===== src/rtl/multicycle_controller.sv =====
// Multi-cycle control FSM for the philv core.
// Sequences fetch, decode, execute, memory and writeback, and stalls on the
// instruction and data memory ready handshakes. Each stall is bounded by a timeout.
// Illegal opcodes and timeouts trap into a sticky fault state.
// Retired instructions are counted.
module multicycle_controller #(
    parameter int unsigned OPCODE_WIDTH     = 7,
    parameter int unsigned TIMEOUT_CYCLES   = 16,
    parameter int unsigned RETIRE_CNT_WIDTH = 32
) (
    input  logic                        clk,
    input  logic                        rst,
    input  logic [OPCODE_WIDTH-1:0]     opCode,
    input  logic                        imemReady,
    input  logic                        dmemReady,
    input  logic                        branchTaken,
    output logic                        PCWrite,
    output logic                        PCWriteCond,
    output logic                        IRWrite,
    output logic                        DMemRead,
    output logic                        DMemWrite,
    output logic                        ALUOverride,
    output logic                        ALUSrcA,
    output logic [1:0]                  ALUSrcB,
    output logic                        regFileWrite,
    output logic                        regFileWriteSrc,
    output logic                        fault,
    output logic [1:0]                  faultCause,
    output logic [RETIRE_CNT_WIDTH-1:0] retireCount,
    output logic [3:0]                  state
);

    localparam int unsigned WaitW = $clog2(TIMEOUT_CYCLES + 1);
    localparam logic [WaitW-1:0] WaitLast = WaitW'(TIMEOUT_CYCLES - 1);

    localparam logic [OPCODE_WIDTH-1:0] OpR     = OPCODE_WIDTH'(7'b0110011);
    localparam logic [OPCODE_WIDTH-1:0] OpImm   = OPCODE_WIDTH'(7'b0010011);
    localparam logic [OPCODE_WIDTH-1:0] OpLoad  = OPCODE_WIDTH'(7'b0000011);
    localparam logic [OPCODE_WIDTH-1:0] OpStore = OPCODE_WIDTH'(7'b0100011);
    localparam logic [OPCODE_WIDTH-1:0] OpBr    = OPCODE_WIDTH'(7'b1100011);

    localparam logic [1:0] CauseIllegal = 2'd1;
    localparam logic [1:0] CauseImem    = 2'd2;
    localparam logic [1:0] CauseDmem    = 2'd3;

    typedef enum logic [3:0] {
        StFetch    = 4'd0,
        StDecode   = 4'd1,
        StExecR    = 4'd2,
        StExecI    = 4'd3,
        StExecB    = 4'd4,
        StMemLoad  = 4'd5,
        StMemStore = 4'd6,
        StWb       = 4'd7,
        StWbMem    = 4'd8,
        StTrap     = 4'd15
    } state_e;

    state_e                      state_q, state_d;
    logic [WaitW-1:0]            wait_q;
    logic                        fault_q;
    logic [1:0]                  cause_q, trap_cause;
    logic [RETIRE_CNT_WIDTH-1:0] retire_q;
    logic                        wait_last;
    logic                        waiting;
    logic                        retire;

    assign wait_last = (wait_q == WaitLast);

    // Cycles that are stalled on a memory handshake advance the timeout counter.
    assign waiting = ((state_q == StFetch) && !imemReady) ||
                     (((state_q == StMemLoad) || (state_q == StMemStore)) && !dmemReady);

    // An instruction retires only when one of its final states returns to fetch.
    assign retire = (state_d == StFetch) &&
                    ((state_q == StExecB) || (state_q == StMemStore) ||
                     (state_q == StWb) || (state_q == StWbMem));

    // Next-state selection and the cause recorded on entry to TRAP.
    always_comb begin
        state_d    = state_q;
        trap_cause = 2'd0;
        case (state_q)
            StFetch: begin
                if (imemReady) begin
                    state_d = StDecode;
                end else if (wait_last) begin
                    state_d    = StTrap;
                    trap_cause = CauseImem;
                end
            end
            StDecode: begin
                if (opCode == OpR) begin
                    state_d = StExecR;
                end else if ((opCode == OpImm) || (opCode == OpLoad) || (opCode == OpStore)) begin
                    state_d = StExecI;
                end else if (opCode == OpBr) begin
                    state_d = StExecB;
                end else begin
                    state_d    = StTrap;
                    trap_cause = CauseIllegal;
                end
            end
            StExecR: state_d = StWb;
            StExecI: begin
                if (opCode == OpLoad) begin
                    state_d = StMemLoad;
                end else if (opCode == OpStore) begin
                    state_d = StMemStore;
                end else if (opCode == OpImm) begin
                    state_d = StWb;
                end else begin
                    // The instruction register changed under us; treat it as illegal.
                    state_d    = StTrap;
                    trap_cause = CauseIllegal;
                end
            end
            StExecB: state_d = StFetch;
            StMemLoad: begin
                if (dmemReady) begin
                    state_d = StWbMem;
                end else if (wait_last) begin
                    state_d    = StTrap;
                    trap_cause = CauseDmem;
                end
            end
            StMemStore: begin
                if (dmemReady) begin
                    state_d = StFetch;
                end else if (wait_last) begin
                    state_d    = StTrap;
                    trap_cause = CauseDmem;
                end
            end
            StWb:    state_d = StFetch;
            StWbMem: state_d = StFetch;
            StTrap:  state_d = StTrap;
            default: begin
                state_d    = StTrap;
                trap_cause = CauseIllegal;
            end
        endcase
    end

    // State, wait counter, sticky fault and retire counter.
    always_ff @(posedge clk or posedge rst) begin
        if (rst) begin
            state_q  <= StFetch;
            wait_q   <= '0;
            fault_q  <= 1'b0;
            cause_q  <= 2'd0;
            retire_q <= '0;
        end else begin
            state_q <= state_d;
            if (state_d != state_q) begin
                wait_q <= '0;
            end else if (waiting) begin
                wait_q <= wait_q + WaitW'(1);
            end
            if ((state_d == StTrap) && (state_q != StTrap)) begin
                fault_q <= 1'b1;
                cause_q <= trap_cause;
            end
            if (retire) begin
                retire_q <= retire_q + RETIRE_CNT_WIDTH'(1);
            end
        end
    end

    // Moore output decode; IRWrite additionally qualifies on imemReady in FETCH.
    always_comb begin
        PCWrite         = 1'b0;
        PCWriteCond     = 1'b0;
        IRWrite         = 1'b0;
        DMemRead        = 1'b0;
        DMemWrite       = 1'b0;
        ALUOverride     = 1'b0;
        ALUSrcA         = 1'b0;
        ALUSrcB         = 2'd0;
        regFileWrite    = 1'b0;
        regFileWriteSrc = 1'b0;
        case (state_q)
            StFetch: begin
                ALUOverride = 1'b1;
                ALUSrcB     = 2'd2;
                IRWrite     = imemReady;
            end
            StDecode:   PCWrite = 1'b1;
            StExecR:    ALUSrcA = 1'b1;
            StExecI: begin
                ALUSrcA = 1'b1;
                ALUSrcB = 2'd1;
            end
            StExecB: begin
                ALUSrcA     = 1'b1;
                PCWriteCond = 1'b1;
            end
            StMemLoad:  DMemRead = 1'b1;
            StMemStore: DMemWrite = 1'b1;
            StWb:       regFileWrite = 1'b1;
            StWbMem: begin
                regFileWrite    = 1'b1;
                regFileWriteSrc = 1'b1;
            end
            default: ;
        endcase
    end

    assign fault       = fault_q;
    assign faultCause  = cause_q;
    assign retireCount = retire_q;
    assign state       = state_q;

endmodule

===== config.mk =====
export PLATFORM = sky130hd
export DESIGN_NAME = multicycle_controller
export DESIGN_NICKNAME = d
export VERILOG_FILES = /design/src/rtl/multicycle_controller.sv
export SDC_FILE = /design/constraint.sdc
export NUM_CORES = 1
export LEC_CHECK = 0
export ABC_AREA = 0
export ABC_CLOCK_PERIOD_IN_PS = 3300
export CAP_MARGIN = 10
export CORE_MARGIN = 2
export CORE_UTILIZATION = 50
export DETAILED_ROUTE_END_ITERATION = 12
export PLACE_DENSITY = 0.83
export SYNTH_ARGS = -nofsm -noshare
export SYNTH_HDL_FRONTEND = slang
export SYNTH_SLANG_ARGS = --single-unit

===== constraint.sdc =====
create_clock -name clk -period 3.3 [get_ports clk]
set_input_delay 0.495 -clock clk [delete_from_list [all_inputs] [get_ports clk]]
set_output_delay 0.495 -clock clk [all_outputs]
set_load 0.1 [all_outputs]

==> impl.org <==
** Setup path
- Required time of the critical path :: 3.53 ns
- Worst EP arrival :: 2.81 ns
- Maximum fanout encountered on the critical timing path :: 9
- The worst register-to-register path has a depth of 9.
- The worst register-to-register path has a setup slack of 0.72 ns.
- The startpoint identified for the worst register-to-register timing path is wait_q[0].
- The worst setup path is launched from a register.
- Nature of the critical path endpoint :: register
- By startpoint and endpoint, the worst setup path is classified as register to register.
- In this run the critical register-to-register path is captured at retireCount[31].

** Pwr
- Leakage component of the power :: 1.380 nW
- Dividing total power by cell area gives a power density of 306.5 nW/um^2.
- Total power for the finished layout comes to 1.007 mW.
- VDD sags by at most 0.2099 mV.

** Synth
- Netlist Area Pre-Place :: 2536 um^2
- Sequential area share after synthesis :: 0.4341
- Post-Synthesis Mean Instance Area :: 10.02 um^2
- Counting flops and latches in the post-synthesis netlist gives 44.
- The cell count after synthesis came out at 253.
- Area leader, netlist :: dfrtp_1
- Top cells by area, synth :: dfrtp_1 (43%), xnor2_1 (8.6%), xor2_1 (3.8%), nand4_1 (3.0%), nand2_1 (2.5%)
- The number of nets handed over by synthesis was 268.
- Of all flip-flops after synthesis, the portion carrying an async set or reset was 1.000.
- Commonest register cell after synthesis :: dfrtp_1
- For this run, the number of Yosys warnings is 0.
- Synthesis instantiated 58 different standard cells from the library.
- The share of synthesized area in the top cell type comes to 0.4341.
- In this run, synthesis inferred 0 flip-flops with an integrated enable.

** Placed design
- Routability-driven placement finished with a final weighted congestion of 0.8133.
- Number of placed instances, taps included :: 370
- Dpl hpwl :: 3.989 mm
- Total of buffers placed on input and output ports :: 60

** Hold path
- The worst hold path begins at fault.
- Kind of path behind the tightest hold check :: register to register
- The path with the worst hold slack has its endpoint at fault.
- Counting instances, the worst hold path has a depth of 1.

** Floorplanning
- Measured along the y axis, the die boundary spans 75.22 um.
- Number of top-level design ports :: 62
- The core region is 4817 um^2.
- The floorplan step set the die width to 75.22 um.
- Starting density of the core :: 0.5265
- Die footprint :: 5658 um^2
- Number of rows created at floorplan :: 25

** Layout
- Antenna Cells :: 0
- In the final layout, the share of cells above drive strength 1 is 0.1865.
- From synthesis to final layout, the design area changed by 29.55%.
- In the final design database the tool counted 325 nets.
- Post-route non-filler standard cell count :: 378
- Measured on the finished design, the core utilization comes to 0.6821.
- In the layout the commonest cells are dfrtp_1 (40), clkdlybuf4s50_1 (40), xnor2_1 (25).

** Drt
- Number of antenna-violating nets in the routed design :: 0
- Before antenna repair, the detailed router went through 4 iterations.
- Number of vias in the routed layout :: 2,103
- Dividing the detail-routed wire length by the instance count gives 14.85 um.
- In the routed layout, each cell is associated on average with a via count of 5.563.
- For this run, design rule violations remaining after detail routing come to 0.
- The routed design has 5.615 mm of wire.
- Violation count after the first detailed-route iteration :: 91

** GRT
- First-pass GRT wire length :: 9.163 mm
- Entering global routing, the biggest net connects 27 pins.
- Remaining Overflow, GRT :: 0
- The initial antenna violation count came to 0.
- Combined global-route utilization of all metal layers :: 0.2130
- Vias in the first global route :: 1,999

** CTS
- Post-CTS repair changed the size of 0 cells.
- CTS saw 44 sinks.
- The later pin in the worst-skew pair is clocked with a latency of 0.30 ns.
- The H-tree was split into 2 levels.
- Bufs on Longest Clock Path :: 2
- Clock Pin Slew Worst Setup and Hold Paths :: 0.09 ns
- Setup repair bufs after CTS :: 0
- Clock tree from TritonCTS :: yes
- CTS buffer count :: 5
- After clock tree synthesis, the flow added hold-fix buffers numbering 0.
- Clock tree synthesis selected as its root buffer the cell clkbuf_8.

** Timing
- Share of the clock period used by the worst path :: 0.7815
- Final-report max-slew violation count :: 0
- Max Clk Rate :: 0.3877 GHz
- Setup Skew :: 0.006004 ns
- Setup repair after global routing left no endpoint under its margin.
- Counting I/O delays and the setup requirement, the final critical path takes 2.579 ns.
- Headroom to the max-slew limit came out at 0.3356.
- The final hold violation count came to 0.
- Final-layout setup total negative slack :: 0 ns
- Transition time at the pin with the least slew margin :: 0.9935 ns
- # setup viols final :: 0

** Status
- Result of the run :: finished, final reports clean

** Run
- Across the run, the number of max-cap violations was 0.
registers in the layout, summed over array words and instances, names as in the netlist:
register     cells
retireCount     32
state            4
fault            1
faultCause       2
wait_q           5
critical path, cell delays in order, from the launching register on:
cell	delay, ns
dfrtp_1	0.42
ha_1	0.22
and3_1	0.18
ha_1	0.29
or2_2	0.36
a221oi_4	0.30
buf_4	0.21
nand3_4	0.14
nor3_2	0.22
xor2_1	0.16
cell type report:
cell class                      instances  area (um^2)
Clock buffer                            6        82.58
Clock inverter                          2        38.79
Timing Repair Buffer                   64        580.6
Sequential cell                        44         1109
Multi-Input combinational cell        182         1343
Inverter                               13        48.80
Tap cell                               67        83.83
Fill cell                             399         1531
where the power goes:
group / leakage (nW) / internal, mW / switching, mW
clock: 0.0614 / 0.248 / 0.189
sequential: 0.557 / 0.539 / 0
combinational: 0.762 / 0.0137 / 0.0178
layer usage:
| metal | global-route usage | wire [um] |
|---|---|---|
| met4 | 0.08577 | 76 |
| met3 | 0.03882 | 217 |
| met1 | 0.2949 | 2535 |
| met5 | 0 | 0 |
| met2 | 0.3324 | 2785 |
synth_stat cells, drive strengths merged (2+ instances only):
| cell type | n |
|---|---|
| nand2 | 17 |
| o21ai | 8 |
| a221oi | 2 |
| inv | 13 |
| dfrtp | 44 |
| clkbuf | 3 |
| a21oi | 5 |
| nand4 | 12 |
| nor3 | 15 |
| and2 | 4 |
| nor2b | 2 |
| buf | 11 |
| xor2 | 11 |
| a211o | 3 |
| nand2b | 3 |
| and3 | 5 |
| and4 | 4 |
| a211oi | 2 |
| xnor2 | 25 |
| or3b | 2 |
| o31ai | 2 |
| nand3 | 13 |
| nor2 | 16 |
| a2111oi | 2 |
| o41ai | 2 |
| ha | 3 |
| or3 | 3 |
| nand3b | 2 |
| nor4 | 2 |
per-stage QoR:
stage / cell area, um^2 / setup slack, ns / hold slack (ns)
3_5_place_dp: 3164 / 0.4708 / 0.4542
3_3_place_gp: 3164 / 0.5420 / 0.4481
4_1_cts: 3286 / 0.7038 / 0.4738
6_report: 3286 / 0.7210 / 0.4656
2_1_floorplan: 2589 / -0.3599 / 0.5489
5_1_grt: 3286 / 0.5363 / 0.5137
worst max-delay path by stage:
stage / start / to / cells after the start
finish: wait_q[0] / retireCount[31] / 9
floorplan: state[2] / IRWrite / 4
detailed placement: opCode[6] / retireCount[31] / 8
global route: wait_q[0] / retireCount[31] / 9
CTS: wait_q[0] / retireCount[31] / 9
global placement: opCode[6] / retireCount[31] / 8
logic make-up (layout without fill, tap and decap cells):
kind of cell | count (synthesis) | in the layout | synth area share
AO/OA/AOI/OAI | 36 | 36 | 0.1214
XOR/XNOR | 36 | 36 | 0.1243
adder cells (fa/ha/maj) | 3 | 3 | 0.01480
buffers and inverters | 27 | 85 | 0.05279
flip-flops | 44 | 44 | 0.4341
multiplexers | 2 | 2 | 0.008387
AND/OR/NAND/NOR | 105 | 105 | 0.2442
(Power assumes the default switching activity.)
